--- src/rtl/periph_pkg.sv ---
// Purpose: shared register map, TCON bit layout and constants for the timer peripheral.
// Latency: n/a (declarations only).
// Backpressure: n/a (declarations only).
package periph_pkg;

    // Per-channel register offsets within a 0x20-byte channel window
    localparam logic [4:0] OFF_TH    = 5'h00;
    localparam logic [4:0] OFF_TL    = 5'h04;
    localparam logic [4:0] OFF_TCON  = 5'h08;
    localparam logic [4:0] OFF_PRESC = 5'h0C;

    // Global register offsets relative to the window base
    localparam logic [8:0] OFF_IRQSTAT = 9'h100;
    localparam logic [8:0] OFF_LED     = 9'h104;
    localparam logic [8:0] OFF_SWITCH  = 9'h108;
    localparam logic [8:0] OFF_DIGI    = 9'h10C;

    // TCON bit indices
    localparam int TCON_EN   = 0;
    localparam int TCON_IE   = 1;
    localparam int TCON_PEND = 2;
    localparam int TCON_MODE = 3;

    // Value returned for reads that hit no register
    localparam logic [31:0] UNMAPPED_RDATA = 32'hcdcdcdcd;

    // Packed view of TCON; field order matches the bit indices above
    typedef struct packed {
        logic mode;   // 0 auto-reload, 1 one-shot
        logic pend;
        logic ie;
        logic en;
    } tcon_t;

endpackage

--- src/rtl/timer_channel.sv ---
// Purpose: one timer channel: prescaler, up-counter with reload, control/pending register.
// Latency: register writes visible the cycle after the write edge; tick is combinational.
// Backpressure: none; writes always accepted, bus write beats same-cycle tick update.
module timer_channel
    import periph_pkg::*;
#(
    parameter int DW = 32,
    parameter int PW = 16
) (
    input  logic          clk,
    input  logic          reset,
    input  logic          th_wr,
    input  logic          tl_wr,
    input  logic          tcon_wr,
    input  logic          presc_wr,
    input  logic [DW-1:0] wdata_dw,
    input  logic [PW-1:0] wdata_pw,
    input  logic [3:0]    wdata_tcon,
    output logic [DW-1:0] th,
    output logic [DW-1:0] tl,
    output tcon_t         tcon,
    output logic [PW-1:0] presc
);

    logic [PW-1:0] pcnt;
    logic          tick;
    logic          ovf;

    assign tick = tcon.en && (pcnt == presc);
    assign ovf  = tick && (tl == '1);

    // Prescaler: idles at 0 when disabled, wraps on tick, restarts on PRESC write
    always_ff @(posedge clk or posedge reset) begin
        if (reset)
            pcnt <= '0;
        else if (presc_wr || !tcon.en || tick)
            pcnt <= '0;
        else
            pcnt <= pcnt + PW'(1);
    end

    // Reload and prescale registers are software-owned only
    always_ff @(posedge clk or posedge reset) begin
        if (reset) begin
            th    <= '0;
            presc <= '0;
        end else begin
            if (th_wr)    th    <= wdata_dw;
            if (presc_wr) presc <= wdata_pw;
        end
    end

    // Counter: bus write wins, otherwise count on tick and reload on overflow
    always_ff @(posedge clk or posedge reset) begin
        if (reset)
            tl <= '0;
        else if (tl_wr)
            tl <= wdata_dw;
        else if (tick)
            tl <= (tl == '1) ? th : tl + DW'(1);
    end

    // Control: bus write wins for en/ie/mode; a pending set survives a same-cycle clear
    always_ff @(posedge clk or posedge reset) begin
        if (reset) begin
            tcon <= '0;
        end else begin
            if (tcon_wr) begin
                tcon.en   <= wdata_tcon[TCON_EN];
                tcon.ie   <= wdata_tcon[TCON_IE];
                tcon.mode <= wdata_tcon[TCON_MODE];
            end else if (ovf && tcon.mode) begin
                tcon.en <= 1'b0;
            end
            tcon.pend <= (ovf && tcon.ie) ||
                         (tcon.pend && !(tcon_wr && wdata_tcon[TCON_PEND]));
        end
    end

endmodule

--- src/rtl/multi_timer_periph.sv ---
// Purpose: bus-mapped bank of timer channels plus LED, switch and seven-segment registers.
// Latency: zero-cycle combinational read data; writes take effect on the strobed clk edge.
// Backpressure: none; every access completes in its cycle, accessible flags report hits.
module multi_timer_periph
    import periph_pkg::*;
#(
    parameter int          NUM_TIMERS = 2,
    parameter int          DW         = 32,
    parameter int          PW         = 16,
    parameter logic [30:0] BASE_ADDR  = 31'h40000000
) (
    input  logic        clk,
    input  logic        reset,
    input  logic        rd,
    input  logic        wr,
    input  logic [31:0] addr,
    input  logic [31:0] wdata,
    output logic [31:0] rdata,
    output logic        r_accessible,
    output logic        w_accessible,
    output logic [7:0]  led,
    input  logic [7:0]  switch,
    output logic [11:0] digi,
    output logic        irqout
);

    logic [30:0] off;
    logic [2:0]  ch_sel;
    logic [4:0]  ch_reg;
    logic        ch_hit;
    logic        glb_win;
    logic        irqstat_hit, led_hit, switch_hit, digi_hit;
    logic        unused_bits;

    logic [DW-1:0]         th_q    [NUM_TIMERS];
    logic [DW-1:0]         tl_q    [NUM_TIMERS];
    tcon_t                 tcon_q  [NUM_TIMERS];
    logic [PW-1:0]         presc_q [NUM_TIMERS];
    logic [NUM_TIMERS-1:0] pend_vec;

    // Bit 31 is outside the decoded window
    assign unused_bits = ^{addr[31], wdata};

    assign off    = addr[30:0] - BASE_ADDR;
    assign ch_sel = off[7:5];
    assign ch_reg = off[4:0];
    assign ch_hit = (off[30:8] == '0) && ({1'b0, ch_sel} < 4'(NUM_TIMERS)) &&
                    (ch_reg inside {OFF_TH, OFF_TL, OFF_TCON, OFF_PRESC});

    assign glb_win     = (off[30:9] == '0);
    assign irqstat_hit = glb_win && (off[8:0] == OFF_IRQSTAT);
    assign led_hit     = glb_win && (off[8:0] == OFF_LED);
    assign switch_hit  = glb_win && (off[8:0] == OFF_SWITCH);
    assign digi_hit    = glb_win && (off[8:0] == OFF_DIGI);

    assign w_accessible = wr && (ch_hit || led_hit || digi_hit);
    assign irqout       = |pend_vec;

    for (genvar gi = 0; gi < NUM_TIMERS; gi++) begin : g_ch
        logic sel;
        assign sel = wr && ch_hit && (ch_sel == 3'(gi));

        timer_channel #(.DW(DW), .PW(PW)) u_ch (
            .clk        (clk),
            .reset      (reset),
            .th_wr      (sel && (ch_reg == OFF_TH)),
            .tl_wr      (sel && (ch_reg == OFF_TL)),
            .tcon_wr    (sel && (ch_reg == OFF_TCON)),
            .presc_wr   (sel && (ch_reg == OFF_PRESC)),
            .wdata_dw   (wdata[DW-1:0]),
            .wdata_pw   (wdata[PW-1:0]),
            .wdata_tcon (wdata[3:0]),
            .th         (th_q[gi]),
            .tl         (tl_q[gi]),
            .tcon       (tcon_q[gi]),
            .presc      (presc_q[gi])
        );

        assign pend_vec[gi] = tcon_q[gi].pend;
    end

    // LED and seven-segment output registers
    always_ff @(posedge clk or posedge reset) begin
        if (reset) begin
            led  <= '0;
            digi <= '0;
        end else begin
            if (wr && led_hit)  led  <= wdata[7:0];
            if (wr && digi_hit) digi <= wdata[11:0];
        end
    end

    // Read mux: zero-extend the hit register, marker value when nothing is hit
    always_comb begin
        rdata        = UNMAPPED_RDATA;
        r_accessible = 1'b0;
        if (ch_hit) begin
            rdata        = '0;
            r_accessible = rd;
            for (int i = 0; i < NUM_TIMERS; i++) begin
                if (ch_sel == 3'(i)) begin
                    case (ch_reg)
                        OFF_TH:    rdata[DW-1:0] = th_q[i];
                        OFF_TL:    rdata[DW-1:0] = tl_q[i];
                        OFF_TCON:  rdata[3:0]    = tcon_q[i];
                        OFF_PRESC: rdata[PW-1:0] = presc_q[i];
                        default:   ;
                    endcase
                end
            end
        end else if (irqstat_hit) begin
            rdata                   = '0;
            rdata[NUM_TIMERS-1:0]   = pend_vec;
            r_accessible            = rd;
        end else if (led_hit) begin
            rdata                   = {24'd0, led};
            r_accessible            = rd;
        end else if (switch_hit) begin
            rdata                   = {24'd0, switch};
            r_accessible            = rd;
        end else if (digi_hit) begin
            rdata                   = {20'd0, digi};
            r_accessible            = rd;
        end
    end

endmodule

--- config.mk ---
export PLATFORM = sky130hd
export DESIGN_NAME = multi_timer_periph
export DESIGN_NICKNAME = d
export VERILOG_FILES = /design/src/rtl/periph_pkg.sv /design/src/rtl/timer_channel.sv /design/src/rtl/multi_timer_periph.sv
export SDC_FILE = /design/constraint.sdc
export NUM_CORES = 1
export LEC_CHECK = 0
export ABC_AREA = 1
export BUFFER_PORTS_ARGS = -buffer_cell sky130_fd_sc_hd__buf_4
export CAP_MARGIN = 10
export CORE_ASPECT_RATIO = 0.6
export CORE_UTILIZATION = 60
export CTS_CLUSTER_DIAMETER = 40
export DETAILED_ROUTE_END_ITERATION = 8
export PLACE_DENSITY_LB_ADDON = 0.15
export REMOVE_ABC_BUFFERS = 1
export SLEW_MARGIN = 15
export SYNTH_ARGS = -nofsm -noshare
export SYNTH_HDL_FRONTEND = slang
export SYNTH_SLANG_ARGS = --single-unit
--- constraint.sdc ---
create_clock -name clk -period 9.78 [get_ports clk]
set_input_delay 0.489 -clock clk [delete_from_list [all_inputs] [get_ports clk]]
set_output_delay 0.489 -clock clk [all_outputs]
set_load 0.1 [all_outputs]
Word level (Yosys, flattened, before mapping)
Index checks and enable logic that the tools add are counted.
{"block": "word_totals", "output_inout_bits": 55, "elab_cells": 120, "register_bits": 220}
{"block": "classes", "order_cmp": 1, "addsub": 5, "n_reduce_logical": 54, "mux": 30, "n_eq_ne": 12}
{"cell": "32-bit two-way mux", "count": 13}
{"cell": "12-bit one-hot mux with 3 select lines", "count": 2}
{"cell": "32-bit by 1-bit adder with 32-bit output, second input constant", "count": 2}
{"cell": "32-bit == test, second input constant", "count": 2}
{"cell": "16-bit one-hot mux with 2 select lines", "count": 2}
{"cell": "9-bit == test, second input constant", "count": 4}
{"cell": "16-bit by 1-bit adder with 16-bit output, second input constant", "count": 2}
{"cell": "16-bit == test", "count": 2}
{"cell": "1-bit logical AND", "count": 32}
{"cell": "16-bit two-way mux", "count": 2}
{"cell": "4-bit one-hot mux with 4 select lines", "count": 2}
{"cell": "31-bit subtractor, second input constant", "count": 1}
{"cell": "23-bit logical NOT", "count": 1}
{"cell": "22-bit logical NOT", "count": 1}
{"cell": "5-bit by 4-bit == test with 1-bit output, second input constant", "count": 2}
{"cell": "1-bit two-way mux", "count": 9}
{"cell": "1-bit logical OR", "count": 8}
{"cell": "2-bit nonzero test", "count": 4}
{"cell": "5-bit by 3-bit == test with 1-bit output, second input constant", "count": 1}
{"cell": "5-bit logical NOT", "count": 1}
{"cell": "1-bit logical NOT", "count": 4}
{"cell": "4-bit nonzero test", "count": 1}
{"cell": "3-bit by 1-bit == test with 1-bit output, second input constant", "count": 1}
{"cell": "3-bit logical NOT", "count": 1}
{"cell": "2 further kinds", "count": 2}

Longest topological paths before layout
{"block": "logic_depth", "ltp_word": 11, "ltp_mapped": 14, "mapped_depth_nobuf": 13}

By module
From an unflattened synthesis, not the netlist that was laid out.
{"block": "unflattened", "hier_cells": 2160, "area_unflattened_um2": 14891.8}
{"module": "timer_channel at g_ch[1].u_ch", "area_per_inst_um2": 5939.4, "instances": 1, "cells_per_inst": 806}
{"module": "timer_channel at g_ch[0].u_ch", "area_per_inst_um2": 5829.3, "instances": 1, "cells_per_inst": 804}
{"module": "multi_timer_periph", "area_per_inst_um2": 3123.0, "instances": 1, "cells_per_inst": 550}

Worst setup path after synthesis
Ideal clock, no wire load.
{"block": "synth_path", "path_kind": "in2out", "startpoint": "input port addr[9]", "endpoint": "output port rdata[6]", "path_stages": 8, "t_arrival_ps": 3521, "path_buffers": 1, "slack_ps": 5770, "path_cell_list": "or2_0 > nor2_2 > nand3_1 > inv_2 > nand2_1 > clkbuf_1 > o21ai_0 > o21ai_0"}
{"block": "synth_via", "elab_chain_cells": 8}
{"element": "from (decl)", "line_no": "multi_timer_periph.sv:16", "rtl": "input logic [31:0] addr,"}
{"element": "31-bit subtractor *", "line_no": "multi_timer_periph.sv:44", "rtl": "assign off = addr[30:0] - BASE_ADDR;"}
{"element": "22-bit logical NOT", "line_no": "multi_timer_periph.sv:50", "rtl": "assign glb_win = (off[30:9] == '0);"}
{"element": "1-bit logical AND", "line_no": "multi_timer_periph.sv:54", "rtl": "assign digi_hit = glb_win && (off[8:0] == OFF_DIGI);"}
{"element": "32-bit two-way mux", "line_no": "multi_timer_periph.sv:121", "rtl": "end else if (digi_hit) begin"}
{"element": "32-bit two-way mux", "line_no": "multi_timer_periph.sv:118", "rtl": "end else if (switch_hit) begin"}
{"element": "32-bit two-way mux", "line_no": "multi_timer_periph.sv:115", "rtl": "end else if (led_hit) begin"}
{"element": "32-bit two-way mux", "line_no": "multi_timer_periph.sv:111", "rtl": "end else if (irqstat_hit) begin"}
{"element": "32-bit two-way mux *", "line_no": "multi_timer_periph.sv:97", "rtl": "if (ch_hit) begin"}
{"element": "to (decl)", "line_no": "multi_timer_periph.sv:18", "rtl": "output logic [31:0] rdata,"}
Every way passes the cells marked *; elsewhere a longest branch is shown, timed or not.

Final worst setup path
{"block": "layout_path", "startpoint": "input port addr[1]", "endpoint": "output port rdata[9]"}
{"block": "layout_via", "elab_chain_cells": 8}
{"element": "31-bit subtractor *", "line_no": "multi_timer_periph.sv:44"}
{"element": "parallel branches: the longest is 6 deep, another holds 32-bit two-way mux"}
{"element": "32-bit two-way mux *", "line_no": "multi_timer_periph.sv:97"}
Every way passes the cells marked *.

==> metrics.txt <==
Seq cells post-synth 220; Design Power 2.05 mW; initial antenna violation count 2; area of the multi-input gates about 7700 um^2; layout cells sized above 1 between 10% and 20%; Post-Layout Inst Area about 16000 um^2; clock sinks 220; post-synth cell types 42; maxcap violations 0; reg2reg path depth 10; Max Freq approximately 260 MHz; Primary FF master, synth dfrtp_1; Rows 43; total negative slack 0 ns; Mapped Area roughly 14000 um^2; Final Instance Count excl. Fillers 2620; commonest non-fill, non-tap cell in the layout nand2_1; mean post-synth cell area 6.59 um^2; Largest stage delay, worst path 1.01 ns; Crit. Startpoint addr[1]; xor-xnor portion of the synthesized cell area under 10%; LEAKAGE 7.39 nW; post-CTS resize count 0; Total Routing Usage GR 43.4%; global-route wire length before repair between 80000 and 90000 um; clk_skew just over 0.01 ns; H-tree Lvls 1; GPL Wtd Cong between 1 and 1.5; Arr. time, crit path roughly 3.4 ns; status finished clean; register area share after synthesis a little under two fifths; CP Cell Sequence buf_4 -> nor2_4 -> nand3_1 -> buf_4 -> inv_1 -> nand2_1 -> o211ai_1 -> nand2_1 -> o21ai_0 -> nand2_1 -> nand2_1 -> buf_4; Starting Density a little over 60%; most frequent CP cell nand2_1; dpl cells around 2600; vias in the first global route roughly 14000; hold violation total from the final report 0; largest family of logic cells by synthesized area simple AND/OR/NAND/NOR gates; Post-synth EDFFs 0; nets@finish roughly 2400; Vias per Instance 6.10; post-place setup slack 6.05 ns; Reg-to-Reg Start g_ch[1].u_ch.tl[0]$_DFFE_PP0P_; RSZ-0062 raised after global routing no; Ports ~130; Core Box Area between 20000 and 25000 um^2; HPWL after DPL a little under 40000 um; r2r setup slk roughly 6.6 ns; sequential cell area between 5000 and 6000 um^2; Max IR drop VDD between 100 and 150 uV; post-placement cell area about 16000 um^2; latest clock arrival within the worst-skew pair 0.56 ns; utilization after layout 70.6%; kind of critical path input pin to primary output; adder-cell share of the synthesized area less than 1%; Die Span Y 122 um; type of element capturing the critical path primary output; remaining global-route overflow 0; Final WS setup 5.88 ns; Final ANT Viol Nets 0; Data required, critical path between 9 and 10 ns; Num CTS Buffers 28; largest net degree at the start of global routing 100; Hold-fix buffers, CTS 0; die area ~25000 um^2; Detailed Route Iter0 Violations ~2500; HP Class input pin to asynchronous set/reset pin; DR DRC count 0; WHS 0.0425 ns; post-synthesis cell count between 2000 and 2500; root buf cell clkbuf_16; Post-synth ARST share 100%; Slew headroom between 10% and 20%; max-slew violation count 0; most frequent cells in the layout nand2_1, inv_1, dfrtp_1; drt total wl between 50000 and 60000 um; crit start category input pin; R2R Path End g_ch[1].u_ch.tl[26]$_DFFE_PP0P_; complex-gate fraction of the synthesized area 11.0%; Via Count 16000; wire per inst between 20 and 25 um; critical path's slowest cell inv_1; post-CTS setup buffers 0; PortBufs between 100 and 150; Worst Max-Slew Pin Slew 1.29 ns; fillcell total 2073; Power Density ~120 nW/um^2; Crit Path Max Fanout 40; fin crit share roughly two fifths; Die X slightly above 200 um; layout overhead on the synthesized area 14.4%; TritonCTS clock tree built; Post-Synth Simple-Gate Area approximately two fifths; DR pass1 iterations 6; CTS Buffer Depth 3; CTS clk-pin slew, worst paths approximately 0.06 ns; setup violators final 0; fin crit period 3.90 ns; Synth warnings 0; mux cell area share after synthesis 0%
==> layer usage <==
metal	routed length [um]	part of all wire, %	track usage [%]	vias to the layer above
li1	-	-	-	7259
met1	22000	41	62.2	7480
met2	21100	39	58.8	1100
met3	9260	17	20.1	135
met4	1250	2.3	9.82	0
met5	0	0	0	-
==> synthesized netlist by cell type (4+ instances only) <==
cell        n  share of area, %
nand2_2     4              0.17
o21ai_1     9              0.31
xor2_1     43               2.6
buf_2      17              0.59
nand3b_1    7              0.36
xnor2_1    17               1.0
clkbuf_1   50               1.3
o221ai_1    5              0.30
a22o_1      9              0.55
o21ai_0   187               6.5
buf_1       7              0.18
nor4_1      9              0.39
nor2_1    202               5.3
or2_2       4              0.17
nand3_1   214               7.4
o211ai_1    9              0.47
o22ai_1    28               1.2
inv_2      10              0.26
a21oi_1    36               1.2
nor2_2      9              0.39
nand2_1   752                20
nor3_1     18              0.62
nand3_2     7              0.49
dfrtp_1   220                38
inv_1     236               6.1
nand4_1    52               2.3
ha_1        4              0.35
buf_4       5              0.26
==> worst max-delay path: cells and delay by family <==
family / cells / cell delay [ns]
simple gates: 6 / 0.70
compound gates: 2 / 0.45
buf+inv: 4 / 1.74
==> kinds of logic after synthesis <==
logic type,count (synthesis)
adder cells (fa/ha/maj),4
buffers and inverters,326
flip-flops,220
AO/OA/AOI/OAI,289
AND/OR/NAND/NOR,1290
XOR/XNOR,60
==> layout make-up <==
cell class                      count  share of cell area, %
Sequential cell                   220                   33.4
Inverter                          247                   5.67
Antenna cell                        1                 0.0152
Clock buffer                       35                   4.72
Multi-Input combinational cell   1643                   46.4
Clock inverter                     16                  0.873
Timing Repair Buffer              143                   6.51
Tap cell                          315                   2.39
==> flip-flops by register name, summed over array words and instances, names as in the netlist <==
| name | count |
|---|---|
| g_ch.u_ch.pcnt | 32 |
| g_ch.u_ch.tcon | 8 |
| g_ch.u_ch.tl | 64 |
| g_ch.u_ch.presc | 32 |
| g_ch.u_ch.th | 64 |
| led | 8 |
| digi | 12 |
==> report_power, final <==
group | internal (mW) | switching, mW
Clock | 0.596 | 0.443
Combinational | 0.0246 | 0.0720
Sequential | 0.910 | 0.00000000249
==> how the worst max path moves through the flow <==
stage                               end  slack (ns)  cells past startpoint
finish                         rdata[9]        5.88                     12
global route                  rdata[22]        5.85                     11
CTS                           rdata[11]        6.05                     12
detailed placement            rdata[11]        6.05                     12
global placement              rdata[11]        6.06                     12
floorplan           digi[0]$_DFFE_PP0P_        3.27                      1
(Power assumes the default switching activity.)
